## config.mk

```make
export PLATFORM = sky130hd
export DESIGN_NAME = param_loader
export DESIGN_NICKNAME = d
export VERILOG_FILES = /design/src/rtl/param_loader.sv
export SDC_FILE = /design/constraint.sdc
export NUM_CORES = 1
export LEC_CHECK = 0
export ABC_AREA = 1
export BUFFER_PORTS_ARGS = -buffer_cell sky130_fd_sc_hd__buf_2
export CAP_MARGIN = 20
export CORE_ASPECT_RATIO = 0.6
export CORE_MARGIN = 2
export CORE_UTILIZATION = 48
export CTS_CLUSTER_DIAMETER = 30
export DETAILED_ROUTE_END_ITERATION = 6
export MAX_ROUTING_LAYER = met4
export PLACE_DENSITY_LB_ADDON = 0.25
export RECOVER_POWER = 100
export SLEW_MARGIN = 0
export SYNTH_ARGS = -nofsm -noshare
export SYNTH_HDL_FRONTEND = slang
export SYNTH_SLANG_ARGS = --single-unit
```

## constraint.sdc

```tcl
create_clock -name Clock -period 1.65 [get_ports Clock]
set_clock_uncertainty 0.1 [all_clocks]
set_input_delay 0.0825 -clock Clock [delete_from_list [all_inputs] [get_ports Clock]]
set_output_delay 0.0825 -clock Clock [all_outputs]
set_load 0.05 [all_outputs]
```

## src/rtl/param_loader.sv

```systemverilog
// Sequential parameter loader: after Start, each Valid word is written into the next channel
// register until all N_CH channels are filled. Abort cancels the load and keeps written channels.
module param_loader #(
    parameter int N_CH = 4,
    parameter int W    = 8,
    parameter int IW   = 2
) (
    input  logic              Clock,
    input  logic              Resetn,
    input  logic              Start,
    input  logic              Valid,
    input  logic [W-1:0]      Data_In,
    input  logic              Abort,
    output logic [N_CH-1:0]   Select,
    output logic [IW-1:0]     Index,
    output logic              Loaded,
    output logic              Busy,
    output logic [N_CH*W-1:0] Bank
);

    typedef enum logic [1:0] {
        StIdle,
        StLoad,
        StDone
    } state_e;

    localparam logic [IW-1:0] LastIdx = IW'(N_CH - 1);

    state_e            state_q, state_d;
    logic [IW-1:0]     index_q, index_d;
    logic [N_CH*W-1:0] bank_q, bank_d;

    always_comb begin
        state_d = state_q;
        index_d = index_q;
        bank_d  = bank_q;
        unique case (state_q)
            StIdle: begin
                if (Start) begin
                    state_d = StLoad;
                    index_d = '0;
                end
            end
            StLoad: begin
                // Abort wins over Valid: no write on the aborting cycle.
                if (Abort) begin
                    state_d = StIdle;
                    index_d = '0;
                end else if (Valid) begin
                    for (int k = 0; k < N_CH; k++) begin
                        if (index_q == IW'(k)) begin
                            bank_d[k*W +: W] = Data_In;
                        end
                    end
                    if (index_q == LastIdx) begin
                        state_d = StDone;
                        index_d = '0;
                    end else begin
                        index_d = index_q + 1'b1;
                    end
                end
            end
            StDone: begin
                if (Start) begin
                    state_d = StLoad;
                    index_d = '0;
                end
            end
            default: begin
                state_d = StIdle;
                index_d = '0;
            end
        endcase
    end

    always_ff @(posedge Clock) begin
        if (!Resetn) begin
            state_q <= StIdle;
            index_q <= '0;
            bank_q  <= '0;
        end else begin
            state_q <= state_d;
            index_q <= index_d;
            bank_q  <= bank_d;
        end
    end

    // Outputs decode only registered state, so no input reaches an output combinationally.
    always_comb begin
        Select = '0;
        if (state_q == StLoad) begin
            for (int k = 0; k < N_CH; k++) begin
                Select[k] = (index_q == IW'(k));
            end
        end
    end

    assign Index  = index_q;
    assign Busy   = (state_q == StLoad);
    assign Loaded = (state_q == StDone);
    assign Bank   = bank_q;

    a_select_onehot0 : assert property (@(posedge Clock) $onehot0(Select));
    a_index_in_range : assert property (@(posedge Clock) index_q <= LastIdx);

endmodule
```

# Yosys cells after proc, flatten, opt, wreduce, memory -nomap -nowiden
# Index checks and enable logic that the tools add are counted.
# word_totals
elab_cells	36
reg_bits	36
output_inout_bits	40
in_bits	13
# classes
addsub	1
eq_ne	8
mux	11
bitwise	1
reduce_logical	9
# ops
operator	count
$mux 2	8
$reduce_and 4->1	4
$pmux 2 s2	2
$eq 2x2->1 const B	3
$eq 2x1->1 const B	2
$logic_not 2->1	2
$mux 4	1
$ne 3x2->1 const B	1
$ne 3x3->1 const B	1
$reduce_and 3->1	1
$add 2x1->2 const B	1
$ne 2x1->1 const B	1
$reduce_and 2->1	1
$reduce_or 2->1	1
$not 1->1	1

# Longest topological paths before layout
# Gate-level depths: netlist of run 1.
# depth
ltp_word	5
mapped_depth	8
depth_no_buf	7

# Worst setup path before layout of run 1
# Ideal clock, no wire load.
# synth_timing
path_type	register -> register
start	register index_q[0] (netlist: Index[0])
end	register bank_q[0] (netlist: Bank[0])
t_required_ps	1434
period_less_slack_ps	1651
path_stages_with_launch	7
n_path_buf	0
setup_slack_ps	-1
setup_time_ps	116
arrival_ps	1435
path_cell_list	dfxtp_1 inv_1 ha_1 nand3_4 clkinv_2 nor2_1 nor2_1
# synth_via
elab_chain_cells	2
# synth_rtl
item	line	text
start, declared	30	logic [IW-1:0] index_q, index_d;
start signal, assigned	83	index_q <= index_d;
$logic_not 2->1	51	if (index_q == IW'(k)) begin
$reduce_and 4->1 (no line)	n/a	
end signal, assigned	84	bank_q <= bank_d;
end, declared	31	logic [N_CH*W-1:0] bank_q, bank_d;
# Every way passes these cells.
# A chain may end at the register's enable or synchronous reset.

# Worst setup path after layout of run 1
# layout_timing
start	register state_q[0]
end	output port Select[1]
# layout_via
elab_chain_cells	2
# layout_rtl
item	line	text
start, declared	29	state_e state_q, state_d;
start signal, assigned	78	state_q <= StIdle;
start signal, assigned	82	state_q <= state_d;
$eq 2x1->1	91	if (state_q == StLoad) begin
$mux 4	91	
end, declared	14	output logic [N_CH-1:0] Select,
# Every way passes these cells.

==> flow_metrics.env, run 1 <==
export IMPL_cts_htree_levels=2
export IMPL_slowest_stage="dfxtp_1"
export IMPL_grt_pass1_wl_mm=5.35
export IMPL_synth_seq_cells=36
export IMPL_criticalPathCategory="flip-flop to output port"
export IMPL_finalNetCount=269
export IMPL_die_area_um2=3530
export IMPL_syn_to_final_growth_pct=28.8
export IMPL_drc=0
export IMPL_slew_viol_final=0
export IMPL_synth_distinct_cells=19
export IMPL_clkTransAtPathRegs_ns=0.07
export IMPL_period_needed_ns=1.56
export IMPL_outcome="complete, no violations"
export IMPL_grt_overflow=0
export IMPL_dp_slack_ns=0.187
export IMPL_diodes=0
export IMPL_worst_pin_slew_ns=0.623
export IMPL_num_rows=15
export IMPL_multi_input_area_um2=656
export IMPL_finalSetupViolCount=0
export IMPL_drtPass1Iterations=4
export IMPL_layout_drive_gt1_share=0.158
export IMPL_die_h_um=46.8
export IMPL_min_path_type="input pin to flip-flop"
export IMPL_crit_path_max_fanout=8
export IMPL_startpoint_type="flip-flop"
export IMPL_utilization=0.654
export IMPL_ant_nets=0
export IMPL_max_freq_mhz=641
export IMPL_cp_end_kind="output port"
export IMPL_critPathLaunch="state_q[0]"
export IMPL_final_hold_viol_count=0
export IMPL_rr_startpoint="state_q[0]"
export IMPL_cp_data_required_time_ns=1.47
export IMPL_core_um2=2890
export IMPL_numCtsBuffers=5
export IMPL_pin_count=53
export IMPL_final_seq_area_um2=722
export IMPL_setup_tns_ns=0
export IMPL_grt_start_max_net_pins=37
export IMPL_cp_top_family="flip-flops"
export IMPL_drt_iter0_markers=84
export IMPL_seq_area_frac_synth=0.491
export IMPL_syn_num_nets=208
export IMPL_arrival_ns=1.38
export IMPL_ir_drop_mv=0.542
export IMPL_path_buf_inv=3
export IMPL_grt_use_total=0.222
export IMPL_synth_area_um2=1470
export IMPL_cts_tree="built"
export IMPL_placed_area_um2=1750
export IMPL_final_cells=295
export IMPL_routed_wl_mm=3.58
export IMPL_wire_per_inst_um=12.1
export IMPL_synthCells=191
export IMPL_avgViaCountPerCell=4.64
export IMPL_min_from="Data_In[2]"
export IMPL_port_buffers=52
export IMPL_cts_root_buf="clkbuf_8"
export IMPL_crit_chain="inv_2, nor2_4, nand2_1, inv_1, buf_2"
export IMPL_clock_path_buffers=2
export IMPL_synth_edff_count=0
export IMPL_maxCapViolations=0
export IMPL_grt_pass1_vias=1199
export IMPL_num_vias=1369
export IMPL_ys_flop_type="dfxtp_1"
export IMPL_p_leak_nw=0.795
export IMPL_syn_avg_cell_area_um2=7.68
export IMPL_gp_congestion=0.892
export IMPL_dp_hpwl_mm=2.54
export IMPL_yosysWarnings=0
export IMPL_cts_num_sinks=36
export IMPL_synthArstFlopShare=0
export IMPL_p_per_area_nw_per_um2=1040
export IMPL_rsz0062_at_grt="yes"
export IMPL_worst_slack_ns=0.0897
export IMPL_placed_cells=280
export IMPL_fillers=279
export IMPL_die_x_um=75.4
export IMPL_clk_latency_ns=0.29
export IMPL_maxSlewHeadroom=0.586
export IMPL_start_util=0.507
export IMPL_period_share=0.946
export IMPL_finalInstanceArea_um2=1890
export IMPL_critPathMaxStageDelay_ns=0.42
export IMPL_antenna_found_initial=0
## kinds of logic (layout without fill, tap and decap cells)
group           Yosys count  in the layout  share of synthesized area
compound gates           36             36                      0.125
fa+ha+maj                 4              4                     0.0341
buf+inv                  21             83                     0.0614
flops                    36             36                      0.491
simple gates             94             94                      0.288
## cell type report
cell class | instances | share of cell area
clock buffer | 5 | 0.0364
timing repair buffer | 59 | 0.150
inverter | 16 | 0.0344
tap | 42 | 0.0278
multi-input combinational | 134 | 0.347
clock inverter | 3 | 0.0225
sequential | 36 | 0.382
## cells in the mapped netlist (2+ instances only)
cell type,count,share of area
a21oi_1,2,0.0068
clkbuf_1,4,0.010
clkinv_2,3,0.010
dfxtp_1,36,0.49
ha_1,4,0.034
inv_1,11,0.028
inv_2,2,0.0051
nand2_1,13,0.033
nand3_1,2,0.0068
nand3_4,3,0.036
nor2_1,71,0.18
nor2_4,2,0.015
o21ai_0,26,0.089
o21ai_1,7,0.024
## timing repair
item | CTS | global route
hold buffers | 5 | 0
hold endpoints to repair | 5 | 0
resized for setup | 0 | 2
buffers inserted | 2 | 0
cloned | 0 | 0
pin swaps | 1 | 0
setup endpoints to repair | 2 | 2
## worst paths after layout
path | endpoint | slack (ns) | depth (start not counted)
setup / recovery | Select[1] | 0.09 | 5
hold / removal | Bank[10] | 0.01 | 3
setup reg to reg | Bank[19] | 0.12 | 6
hold reg to reg | Bank[14] | 0.38 | 2
## where the power goes
| part | switching [W] | leakage [nW] | internal [W] |
|---|---|---|---|
| registers | 0.0000172 | 0.292 | 0.000890 |
| logic | 0.000206 | 0.449 | 0.0000796 |
| clock network | 0.000325 | 0.0541 | 0.000447 |
| total | 0.000548 | 0.795 | 0.00142 |
## cells in the final DEF (no fill, tap or decap), types with 2 or more instances in the layout
cell | netlist | routed
buf_2 | 0 | 17
clkbuf_8 | 0 | 5
ha_1 | 4 | 4
nand3_4 | 3 | 3
clkinv_2 | 3 | 3
dlygate4sd3_1 | 0 | 5
inv_1 | 11 | 12
nor2_1 | 71 | 71
nand2_1 | 13 | 13
nor2_4 | 2 | 2
buf_4 | 0 | 2
dfxtp_1 | 36 | 35
a21oi_1 | 2 | 2
nand3_1 | 2 | 2
clkbuf_1 | 4 | 34
o21ai_1 | 7 | 8
o21ai_0 | 26 | 25
## worst register-to-register path, cell delays in order (launching register included)
cell,delay (ns)
dfxtp_1,0.42
inv_2,0.07
nor2_4,0.20
buf_4,0.19
nand3_2,0.17
o21ai_0,0.24
nor2_1,0.05
## through the flow
step	total power, W	hold slack (ns)
after global routing	0.00204	0.0255
after CTS	0.00198	0.000717
final	0.00196	0.0100
after detailed placement	0.00120	0.286
after floorplan	0.00113	0.129
after global placement	0.00119	0.280
## metal layers
layer / track usage / up-vias / routed length (um)
met5: - / - / 0
li1: - / 730 / -
met4: 0.0982 / 0 / 62
met2: 0.318 / 34 / 1490
met3: 0.0644 / 9 / 200
met1: 0.294 / 596 / 1830
## registers in the layout (all words and copies together) (netlist names)
name     cells
Bank        32
Index        2
state_q      2
Power figures use the tool's default switching activity.
==> run 2, diff against run 1 <==
--- a/config.mk
+++ b/config.mk
@@ -14,7 +14,7 @@
 export CTS_CLUSTER_DIAMETER = 30
 export DETAILED_ROUTE_END_ITERATION = 6
 export MAX_ROUTING_LAYER = met4
-export PLACE_DENSITY_LB_ADDON = 0.25
+export PLACE_DENSITY = 0.85
 export RECOVER_POWER = 100
 export SLEW_MARGIN = 0
 export SYNTH_ARGS = -nofsm -noshare
==> run 2 against run 1 <==
Compared with the run above: die area unchanged; worst hold slack got worse by 0.00073 ns; critical path depth unchanged; global-route usage increased by 0.054 points; register-to-register slack got worse by 0.02 ns; sequential cell count unchanged; sequential power about the same; non-clock buffer count decreased by 1; via count increased by 0.15%; largest power group unchanged.
==> flow_metrics.env, run 2 (synthesis results as in run 1) <==
export IMPL_min_to="Bank[15]"
export IMPL_maxCapViolations=0
export IMPL_grt_overflow=0
export IMPL_min_path_type="input pin to flip-flop"
export IMPL_ir_drop_mv=0.463
export IMPL_die_area_um2=3530
export IMPL_drt_iter0_markers=99
export IMPL_setup_tns_ns=0
export IMPL_clock_path_buffers=2
export IMPL_cts_num_sinks=36
export IMPL_p_comb_frac=0.151
export IMPL_drtPass1Iterations=5
export IMPL_rr_startpoint="state_q[0]"
export IMPL_criticalPathCategory="flip-flop to output port"
export IMPL_crit_path_max_fanout=4
export IMPL_gp_congestion=0.908
export IMPL_diodes=0
export IMPL_grt_pass1_vias=1135
export IMPL_grt_pass1_wl_mm=5.34
export IMPL_hold_slack_ns=0.00929
export IMPL_slew_viol_final=0
export IMPL_worst_pin_slew_ns=0.631
export IMPL_grt_use_total=0.223
export IMPL_finalPower_w=0.00187
export IMPL_cts_root_buf="clkbuf_8"
export IMPL_swShare=0.285
export IMPL_power_switching_w=0.000534
export IMPL_reg2reg_setup_slack_ns=0.10
export IMPL_numCtsBuffers=5
export IMPL_num_vias=1371
export IMPL_min_path_cells=3
export IMPL_layout_drive_gt1_share=0.155
export IMPL_wire_per_inst_um=12.3
export IMPL_avgViaCountPerCell=4.68
export IMPL_outcome="complete, no violations"
export IMPL_finalNetCount=268
export IMPL_clkTransAtPathRegs_ns=0.07
export IMPL_p_leak_nw=0.791
export IMPL_max_freq_mhz=634
export IMPL_rsz0062_at_grt="no"
export IMPL_port_buffers=52
export IMPL_finalInstanceArea_um2=1860
export IMPL_largest_register_ffs=32
export IMPL_maxSlewHeadroom=0.581
export IMPL_die_h_um=46.8
export IMPL_pin_count=53
export IMPL_die_x_um=75.4
export IMPL_pwr_share_clk=0.364
export IMPL_clk_latency_ns=0.29
export IMPL_min_from="Data_In[7]"
export IMPL_num_rows=15
export IMPL_routed_wl_mm=3.60
export IMPL_cts_tree="built"
export IMPL_mostFrequentLayoutCells="nor2_1 (71), dfxtp_1 (35), clkbuf_1 (34), o21ai_0 (26), buf_2 (16)"
export IMPL_startpoint_type="flip-flop"
export IMPL_arrival_ns=1.40
export IMPL_dp_hpwl_mm=2.58
export IMPL_grt_start_max_net_pins=37
export IMPL_final_hold_viol_count=0
export IMPL_drc=0
export IMPL_start_util=0.507
export IMPL_final_cells=293
export IMPL_intPower_w=0.00134
export IMPL_period_share=0.956
export IMPL_cts_htree_levels=2
export IMPL_ctsResizeCount=0
export IMPL_core_um2=2890
export IMPL_syn_to_final_growth_pct=26.5
export IMPL_cp_end_kind="output port"
export IMPL_ant_nets=0
export IMPL_final_common_cell="nor2_1"
export IMPL_period_needed_ns=1.58
export IMPL_antenna_found_initial=0
export IMPL_r2r_cells=7
export IMPL_cp_data_required_time_ns=1.47
export IMPL_placed_cells=280
export IMPL_seqPwrFrac=0.485
export IMPL_placed_area_um2=1750
export IMPL_finalSetupViolCount=0
export IMPL_p_per_area_nw_per_um2=1010
export IMPL_r2r_end="Bank[13]"
==> run 2: changes by cell type in the layout (fill, tap and decap cells not counted), moves of 2 or more <==
| cell | previous run | this run |
|---|---|---|
| dlygate4sd3_1 | 5 | 3 |
| clkbuf_2 | 1 | 3 |
| clkinv_2 | 3 | 1 |
| clkbuf_8 | 5 | 7 |
==> run 2: worst max path at each step <==
stage / from / end / slack (ns) / cells past startpoint
CTS: state_q[0] / Select[0] / 0.05 / 5
global placement: state_q[0] / Bank[21] / 0.23 / 5
finish: Index[1] / Select[1] / 0.07 / 5
global route: Index[1] / Select[1] / 0.001 / 5
floorplan: Index[1] / Bank[8] / 0.03 / 6
detailed placement: state_q[0] / Bank[19] / 0.16 / 6
==> run 2: what timing repair did <==
item | in CTS | in global routing
pin swaps | 1 | 1
hold buffers | 3 | 0
buffers inserted | 2 | 1
hold endpoints to repair | 3 | 0
setup endpoints to repair | 4 | 12
==> run 2: per-stage QoR <==
stage          setup slack (ns)  utilization
2_1_floorplan            0.0253            -
3_3_place_gp              0.231        0.607
3_5_place_dp              0.157        0.607
4_1_cts                  0.0456        0.656
5_1_grt                 0.00128        0.642
6_report                 0.0723        0.642
==> run 2: layout make-up <==
cell class                 count  area (um^2)
inverter                      16         61.3
fill                         292         1030
clock buffer                   7         96.3
tap                           42         52.6
timing repair buffer          58          268
multi-input combinational    134          656
sequential                    36          722
==> run 2: power by group through the flow <==
| stage | sequential (W) | clock [W] | combinational [W] |
|---|---|---|---|
| detailed placement | 0.000926 | 0 | 0.000273 |
| CTS | 0.000907 | 0.000687 | 0.000287 |
| global placement | 0.000926 | 0 | 0.000268 |
| global route | 0.000910 | 0.000719 | 0.000309 |
| floorplan | 0.000983 | 0 | 0.000147 |
| finish | 0.000908 | 0.000682 | 0.000283 |
==> run 2: metal layers <==
| metal | global-route usage | vias up | share of wire |
|---|---|---|---|
| met5 | - | - | 0 |
| met4 | 0.0947 | 0 | 0.014 |
| met3 | 0.0687 | 6 | 0.082 |
| met2 | 0.306 | 45 | 0.41 |
| met1 | 0.304 | 595 | 0.49 |
| li1 | - | 725 | - |
==> run 2: worst max-delay path: stages, from the launching register on <==
cell and delay [ns]:
dfxtp_1 0.35, inv_1 0.12, ha_1 0.25, nand2_1 0.08
inv_1 0.05, buf_2 0.25
